$ cat src/rtl/csa_result_fifo.sv
// Four-entry result FIFO for carry-save adder outputs: stores {cout, sum}, tracks overflow and carry count.
// Optional carry counter is enabled by defining CSA_RESULT_CARRY_CNT_EN; otherwise carry_cnt is tied to zero.
module csa_result_fifo (
  input  logic       clk,
  input  logic       rst_n,
  input  logic       clr,
  input  logic       in_valid,
  output logic       in_ready,
  input  logic [7:0] in_sum,
  input  logic       in_cout,
  output logic       out_valid,
  input  logic       out_ready,
  output logic [8:0] out_data,
  output logic [2:0] level,
  output logic       ovf,
  output logic [7:0] carry_cnt
);

  logic [8:0] mem_q [4];
  logic [1:0] wr_ptr_q, wr_ptr_d;
  logic [1:0] rd_ptr_q, rd_ptr_d;
  logic [2:0] level_q, level_d;
  logic       ovf_q, ovf_d;
  logic       push, pop;

  assign in_ready  = (level_q != 3'd4);
  assign out_valid = (level_q != 3'd0);
  assign push      = in_valid && in_ready && !clr;
  assign pop       = out_valid && out_ready && !clr;
  assign out_data  = out_valid ? mem_q[rd_ptr_q] : 9'h000;
  assign level     = level_q;
  assign ovf       = ovf_q;

  always_comb begin
    wr_ptr_d = wr_ptr_q;
    rd_ptr_d = rd_ptr_q;
    level_d  = level_q;
    ovf_d    = ovf_q;
    if (clr) begin
      wr_ptr_d = 2'd0;
      rd_ptr_d = 2'd0;
      level_d  = 3'd0;
      ovf_d    = 1'b0;
    end else begin
      if (push) wr_ptr_d = wr_ptr_q + 2'd1;
      if (pop)  rd_ptr_d = rd_ptr_q + 2'd1;
      case ({push, pop})
        2'b10:   level_d = level_q + 3'd1;
        2'b01:   level_d = level_q - 3'd1;
        default: level_d = level_q;
      endcase
      if (in_valid && !in_ready) ovf_d = 1'b1;
    end
  end

  always_ff @(posedge clk or negedge rst_n) begin
    if (!rst_n) begin
      wr_ptr_q <= 2'd0;
      rd_ptr_q <= 2'd0;
      level_q  <= 3'd0;
      ovf_q    <= 1'b0;
    end else begin
      wr_ptr_q <= wr_ptr_d;
      rd_ptr_q <= rd_ptr_d;
      level_q  <= level_d;
      ovf_q    <= ovf_d;
    end
  end

  // Storage has no reset; out_data is masked to zero whenever the FIFO is empty.
  always_ff @(posedge clk) begin
    if (push) mem_q[wr_ptr_q] <= {in_cout, in_sum};
  end

`ifdef CSA_RESULT_CARRY_CNT_EN
  logic [7:0] carry_cnt_q, carry_cnt_d;

  always_comb begin
    carry_cnt_d = carry_cnt_q;
    if (clr)
      carry_cnt_d = 8'h00;
    else if (push && in_cout && (carry_cnt_q != 8'hFF))
      carry_cnt_d = carry_cnt_q + 8'd1;
  end

  always_ff @(posedge clk or negedge rst_n) begin
    if (!rst_n) carry_cnt_q <= 8'h00;
    else        carry_cnt_q <= carry_cnt_d;
  end

  assign carry_cnt = carry_cnt_q;
`else
  assign carry_cnt = 8'h00;
`endif

endmodule

$ cat config.mk
export PLATFORM = sky130hd
export DESIGN_NAME = csa_result_fifo
export DESIGN_NICKNAME = d
export VERILOG_FILES = /design/src/rtl/csa_result_fifo.sv
export SDC_FILE = /design/constraint.sdc
export NUM_CORES = 1
export LEC_CHECK = 0
export ABC_CLOCK_PERIOD_IN_PS = 2100
export BUFFER_PORTS_ARGS = -buffer_cell sky130_fd_sc_hd__buf_2
export CORE_MARGIN = 4
export CORE_UTILIZATION = 50
export CTS_CLUSTER_SIZE = 24
export DETAILED_ROUTE_END_ITERATION = 12
export PLACE_DENSITY = 0.75
export SLEW_MARGIN = 30
export SYNTH_ARGS = -nofsm -noshare
export SYNTH_HDL_FRONTEND = slang
export SYNTH_SLANG_ARGS = --single-unit
$ cat constraint.sdc
create_clock -name clk -period 2.1 [get_ports clk]
set_input_delay 0.42 -clock clk [delete_from_list [all_inputs] [get_ports clk]]
set_output_delay 0.42 -clock clk [all_outputs]
set_load 0.01 [all_outputs]
## Yosys cells after proc, flatten, opt, wreduce, memory -nomap -nowiden

Memory sizes are Yosys's and may differ from the RTL's.
Index checks and enable logic that the tools add are counted.

- Flip-flop bits (word level): 8
- Latch bits: 0
- Bits in writable memories: 36
- Bits in read-only memories: 0
- Output and inout port bits: 23
- Memories: 1

- Add/subtract/negate cells: 4
- Multiply operators: 0
- Div/mod/pow operators: 0
- Magnitude comparators: 0
- Eq/ne operators: 3
- Shift-type cells: 0
- Multiplexer cells: 11
- Bitwise operators: 0
- Reduce and logical (&&, ||, !) cells: 12

Memories:

| name | depth | width | read ports | clocked after Yosys merged registers in | write ports | RTL line | text |
|---|---|---|---|---|---|---|---|
| mem_q | 4 | 9 | 1 | 0 | 1 | 19 | `logic [8:0] mem_q [4];` |

Operator list:

| cell | count |
|---|---|
| $mux 9 | 1 |
| $mux 2 | 4 |
| $pmux 3 s2 | 1 |
| $reduce_bool 2->1 | 3 |
| $reduce_bool 3->1 | 2 |
| $logic_and 1x1->1 | 5 |
| $add 2x1->2 const B | 2 |
| $mux 1 | 4 |
| $add 3x1->3 const B | 1 |
| $mux 3 | 1 |
| $ne 3x3->1 const B | 1 |
| $sub 3x1->3 const B | 1 |
| $eq 2x1->1 const B | 1 |
| $eq 2x2->1 const B | 1 |
| $logic_not 1->1 | 2 |

## Longest topological paths before layout

- Depth in word-level cells: 6
- Mapped depth: 8

## Least setup slack after synthesis

No wires, ideal clock.

- Kind: register to register
- Start: register level_q[2], in the netlist level[2]
- End: register level_q[1], in the netlist level[1]
- Setup time: 0.126 ns
- Data arrival time: 2.174 ns
- Data required time: 1.974 ns
- Path slack: -0.200 ns
- Cell stages (with the launch flop): 9
- Path through: dfrtp_1 buf_4 nor3b_4 inv_1 a211oi_1 fa_1 a21oi_1 a2111oi_2 a311o_1

- Word-level cells in the longest chain between the ends: 6
- Elaborated cells on any way between the ends: 11

RTL lines:

| item | RTL line | text |
|---|---|---|
| start: declaration | 22 | `logic [2:0] level_q, level_d;` |
| start signal: assignment | 65 | `level_q <= level_d;` |
| $ne 3x3->1 (*) | 26 | `assign in_ready = (level_q != 3'd4);` |
| net in_ready | 8 | `output logic in_ready,` |
| $logic_and 1x1->1 (*) (2 in series) | 28 | `assign push = in_valid && in_ready && !clr;` |
| $eq 2x1->1 / $eq 2x2->1 (equally long branches) | 47 | `case ({push, pop})` |
| $pmux 3 s2 | 47 |  |
| $mux 3 | 39 | `if (clr) begin` |

Mark *: on every way through the listed nets, which the timed path passes. The rest lies on a longest branch.
A chain may end at the register's enable or synchronous reset.

## Final worst setup path

- Start: register level_q[0], in the netlist level[0]
- End: register level_q[1], in the netlist level[1]

- Word-level cells in the longest chain between the ends: 6
- Elaborated cells on any way between the ends: 13

RTL lines:

| item | RTL line |
|---|---|
| $ne 3x3->1 / $reduce_bool 3->1 (equally long branches) | 26, 27 |
| $logic_and 1x1->1 (on tied branches) (2 in series) | 28, 29 |
| $eq 2x1->1 / $eq 2x2->1 (equally long branches) | 47 |
| $pmux 3 s2 | 47 |
| $mux 3 | 39 |

Several ways; a longest one is shown, not always the timed one.

==> results.md <==
- post-route non-filler standard cell count: 231
- Syn Inst Count: 138
- total clock sinks: 44
- Chip Width: 72.7 um
- worst hold slack: 0.340 ns
- total number of vias: 1205
- Max Fclk: 0.488 GHz
- clock network latency to the later pin of the worst-skew pair: 0.29 ns
- r2r endpoint: level[1]
- switching component of the power: 541 uW
- Detail Route Antenna Nets: 0
- setup repair after global routing missed its margin: true
- boundary pin count: 37
- dpl ws: 0.00431 ns
- number of nets in the layout: 199
- crit end category: flop
- Worst Skew: 0.00655 ns
- area of the multi-input gates: 713 um^2
- All-Layer GR Usage: 15.7%
- leading cell types by total area after synthesis: sky130_fd_sc_hd__edfxtp_1 (52%), sky130_fd_sc_hd__mux4_2 (9.7%), sky130_fd_sc_hd__dfrtp_1 (9.6%), sky130_fd_sc_hd__buf_4 (3.9%), sky130_fd_sc_hd__nor2b_1 (2.7%)
- number of buffer cells added on primary ports: 28
- detailed-placement wirelength estimate: 2660 um
- count of final hold-check violations: 0
- Bufs on Longest Clock Path: 2
- worst min-delay path class: in2reg
- filler cell count in the final layout: 289
- reg-to-reg setup timing slack: 0.05 ns
- period utilisation layout: 97.5%
- # placed instances: 221
- proportion of total power due to net switching: 25.8%
- initial cell density of the core: 52.0%
- ordered list of cells on the worst path: nor3b_4 -> inv_2 -> a211oi_2 -> fa_1 -> a21oi_2 -> a2111oi_2 -> a311o_1
- number of flip-flops and latches in the synthesized netlist: 44
- standard cell area after detailed placement: 2340 um^2
- status: finished clean
- number of remaining DRC errors: 0
- TritonCTS clock tree: done
- Post-Synthesis Cell Area: 2090 um^2
- Pre-antenna DRT Iters: 4
- first-pass GRT wire length: 6070 um
- vias per std cell: 5.22
- Std-Cell Core Area: 4030 um^2
- internal power of the cells: 1550 uW
- FF+latch area: 1290 um^2
- slowest cell delay on critical path: 0.50 ns
- Root Buffer: sky130_fd_sc_hd__clkbuf_8
- routability-driven placement congestion ratio: 0.864
- min Tclk post-route: 2.05 ns
- category of the critical setup timing path: reg2reg
- average instance area after synthesis: 15.2 um^2
- die outline area: 5290 um^2
- WP buf/inv: 1
- destination of the worst hold path: mem_q[1][2]
- Worst EP required: 2.28 ns
- leakage power total: 0.000938 uW
- first-iteration detailed-routing DRC count: 47
- via count of the first global-routing pass: 1254
- top cell family by delay on the critical path: compound AO/OA/AOI/OAI gates
- power density of the placed cells: 848 nW/um^2
- sequential fraction of the synthesis area: 61.2%
- final count of pins violating max slew: 0
- Clock Power Share: 29.9%
- clock-pin transition on the worst setup and hold timing paths: 0.08 ns
- number of cells on the worst reg-to-reg path: 7
- total of warnings raised by yosys: 0
- Maximum Capacitance Violations: 0
- area share of the leading cell type in the synthesized netlist: 51.6%
- kind of start point of the critical path: flop
- Comb pwr share: 21.7%
- initial antenna violation count: 0
- area delta synth->final: 17.9%
- library cells used by synthesis: 34
- routed len/inst: 16.3 um
- Std-Cell Rows: 23
- FF-to-FF Start: level[0]
- total congestion overflow after global routing: 0
- min setup slack post-route: 0.0521 ns
- area leader, netlist: sky130_fd_sc_hd__edfxtp_1
- number of clock buffers inserted by TritonCTS: 5
- H-tree depth reported by CTS: 2
- pin count of the biggest net entering global routing: 16
- worst endpoint data arrival time: 2.22 ns
- Critical Path Fanout Max: 4
- Max VDD drop: 0.666 mV
- number of setup violations in the final report: 0
- Total Wirelength: 3760 um
- sum of negative setup slack: 0 ns
- final antenna diode count: 0
- layout cells sized above 1: 40.3%
- Final Instance Area: 2470 um^2
- min-delay src: in_sum[2]
- cell with the largest stage delay on the worst path: sky130_fd_sc_hd__fa_1
- Worst Hold Path Cells: 1
- part of the power in registers: 48.4%
- Vert. Die Dim: 72.7 um
state kept, by name (all words and copies together) (netlist names):
register,cells
rd_ptr_q,2
wr_ptr_q,2
ovf,1
level,3
mem_q,36
layout make-up:
class | count | share of cell area [%]
repair buffers | 45 | 10.9
clock inverters | 3 | 1.72
multi-input cells | 77 | 28.9
inverters | 7 | 1.06
flip-flops and latches | 44 | 52.1
clock buffers | 5 | 2.79
well taps | 50 | 2.53
kinds of logic (layout without fill, tap and decap cells):
group | count (synthesis) | after routing | share of synthesized area [%]
flip-flops | 44 | 44 | 61.2
multiplexers | 10 | 10 | 10.2
adder cells (fa/ha/maj) | 5 | 5 | 3.35
other | 1 | 8 | 0.179
AND/OR/NAND/NOR | 32 | 32 | 9.92
buffers and inverters | 24 | 60 | 6.87
AO/OA/AOI/OAI | 19 | 19 | 7.11
XOR/XNOR | 3 | 3 | 1.25
synthesized netlist by cell type (all sizes together):
library cell  number
or3b               1
nand2b             2
fa                 1
o31ai              1
mux2i              1
nand3              3
and2               4
edfxtp            36
xor2               3
o311ai             2
nand2              1
o21a               1
conb               1
o21ai              2
nand3b             2
clkbuf             1
dfrtp              8
inv                7
a21oi              5
nor3b              1
nor2b              9
nor2               6
buf               16
nor3               2
a2111oi            2
ha                 4
nor4bb             1
o2111ai            1
a311o              1
a31oi              2
a211oi             2
mux4               9
per-layer routing:
layer  global-route usage (%)  wire length, um  up-vias
li1                         -                -      580
met1                     17.3             1530      596
met2                     28.9             2060       27
met3                     4.68              151        2
met4                     4.92               19        0
met5                        0                0        -
worst max path at each step:
stage | end | startpoint | cells after the start | slack [ns]
after floorplan | level[1] | level[2] | 8 | -0.07
after global placement | level[1] | level[0] | 7 | 0.10
after detailed placement | level[1] | level[2] | 6 | 0.004
after CTS | level[1] | level[2] | 7 | 0.01
after global routing | level[1] | level[0] | 7 | -0.05
final | level[1] | level[0] | 7 | 0.05
power groups by stage:
stage / registers (uW) / clock network (uW) / logic, uW
after floorplan: 1030 / 0 / 313
after global placement: 1030 / 0 / 438
after detailed placement: 1030 / 0 / 452
after CTS: 1010 / 642 / 460
after global routing: 1020 / 692 / 497
final: 1010 / 626 / 454
metrics by stage:
step	util (%)	power [uW]
2_1_floorplan	-	1340
3_3_place_gp	58.0	1470
3_5_place_dp	58.0	1480
4_1_cts	61.2	2120
5_1_grt	61.3	2210
6_report	61.3	2100
cells in the final DEF, fill, tap and decap left out, types with 3 or more instances in the layout:
cell | synthesis | final
sky130_fd_sc_hd__ha_1 | 4 | 4
sky130_fd_sc_hd__a21oi_1 | 5 | 4
sky130_fd_sc_hd__nor2_1 | 6 | 6
sky130_fd_sc_hd__edfxtp_1 | 36 | 36
sky130_fd_sc_hd__buf_4 | 11 | 16
sky130_fd_sc_hd__xor2_1 | 3 | 3
sky130_fd_sc_hd__conb_1 | 1 | 8
sky130_fd_sc_hd__dfrtp_2 | 0 | 4
sky130_fd_sc_hd__mux4_2 | 9 | 9
sky130_fd_sc_hd__buf_2 | 4 | 28
sky130_fd_sc_hd__and2_1 | 4 | 4
sky130_fd_sc_hd__nand3_1 | 3 | 3
sky130_fd_sc_hd__dfrtp_1 | 8 | 4
sky130_fd_sc_hd__nor2b_1 | 9 | 9
sky130_fd_sc_hd__clkbuf_8 | 0 | 5
sky130_fd_sc_hd__inv_1 | 7 | 6
what timing repair did:
item                                    CTS  global route
hold buffers                              1             0
endpoints found under the hold margin     8             0
endpoints found under the setup margin    1             4
buffers inserted                          1             0
gates resized for setup                   0             4
pin swaps                                 1             1
Note: power is estimated with default switching activity, not from simulation.
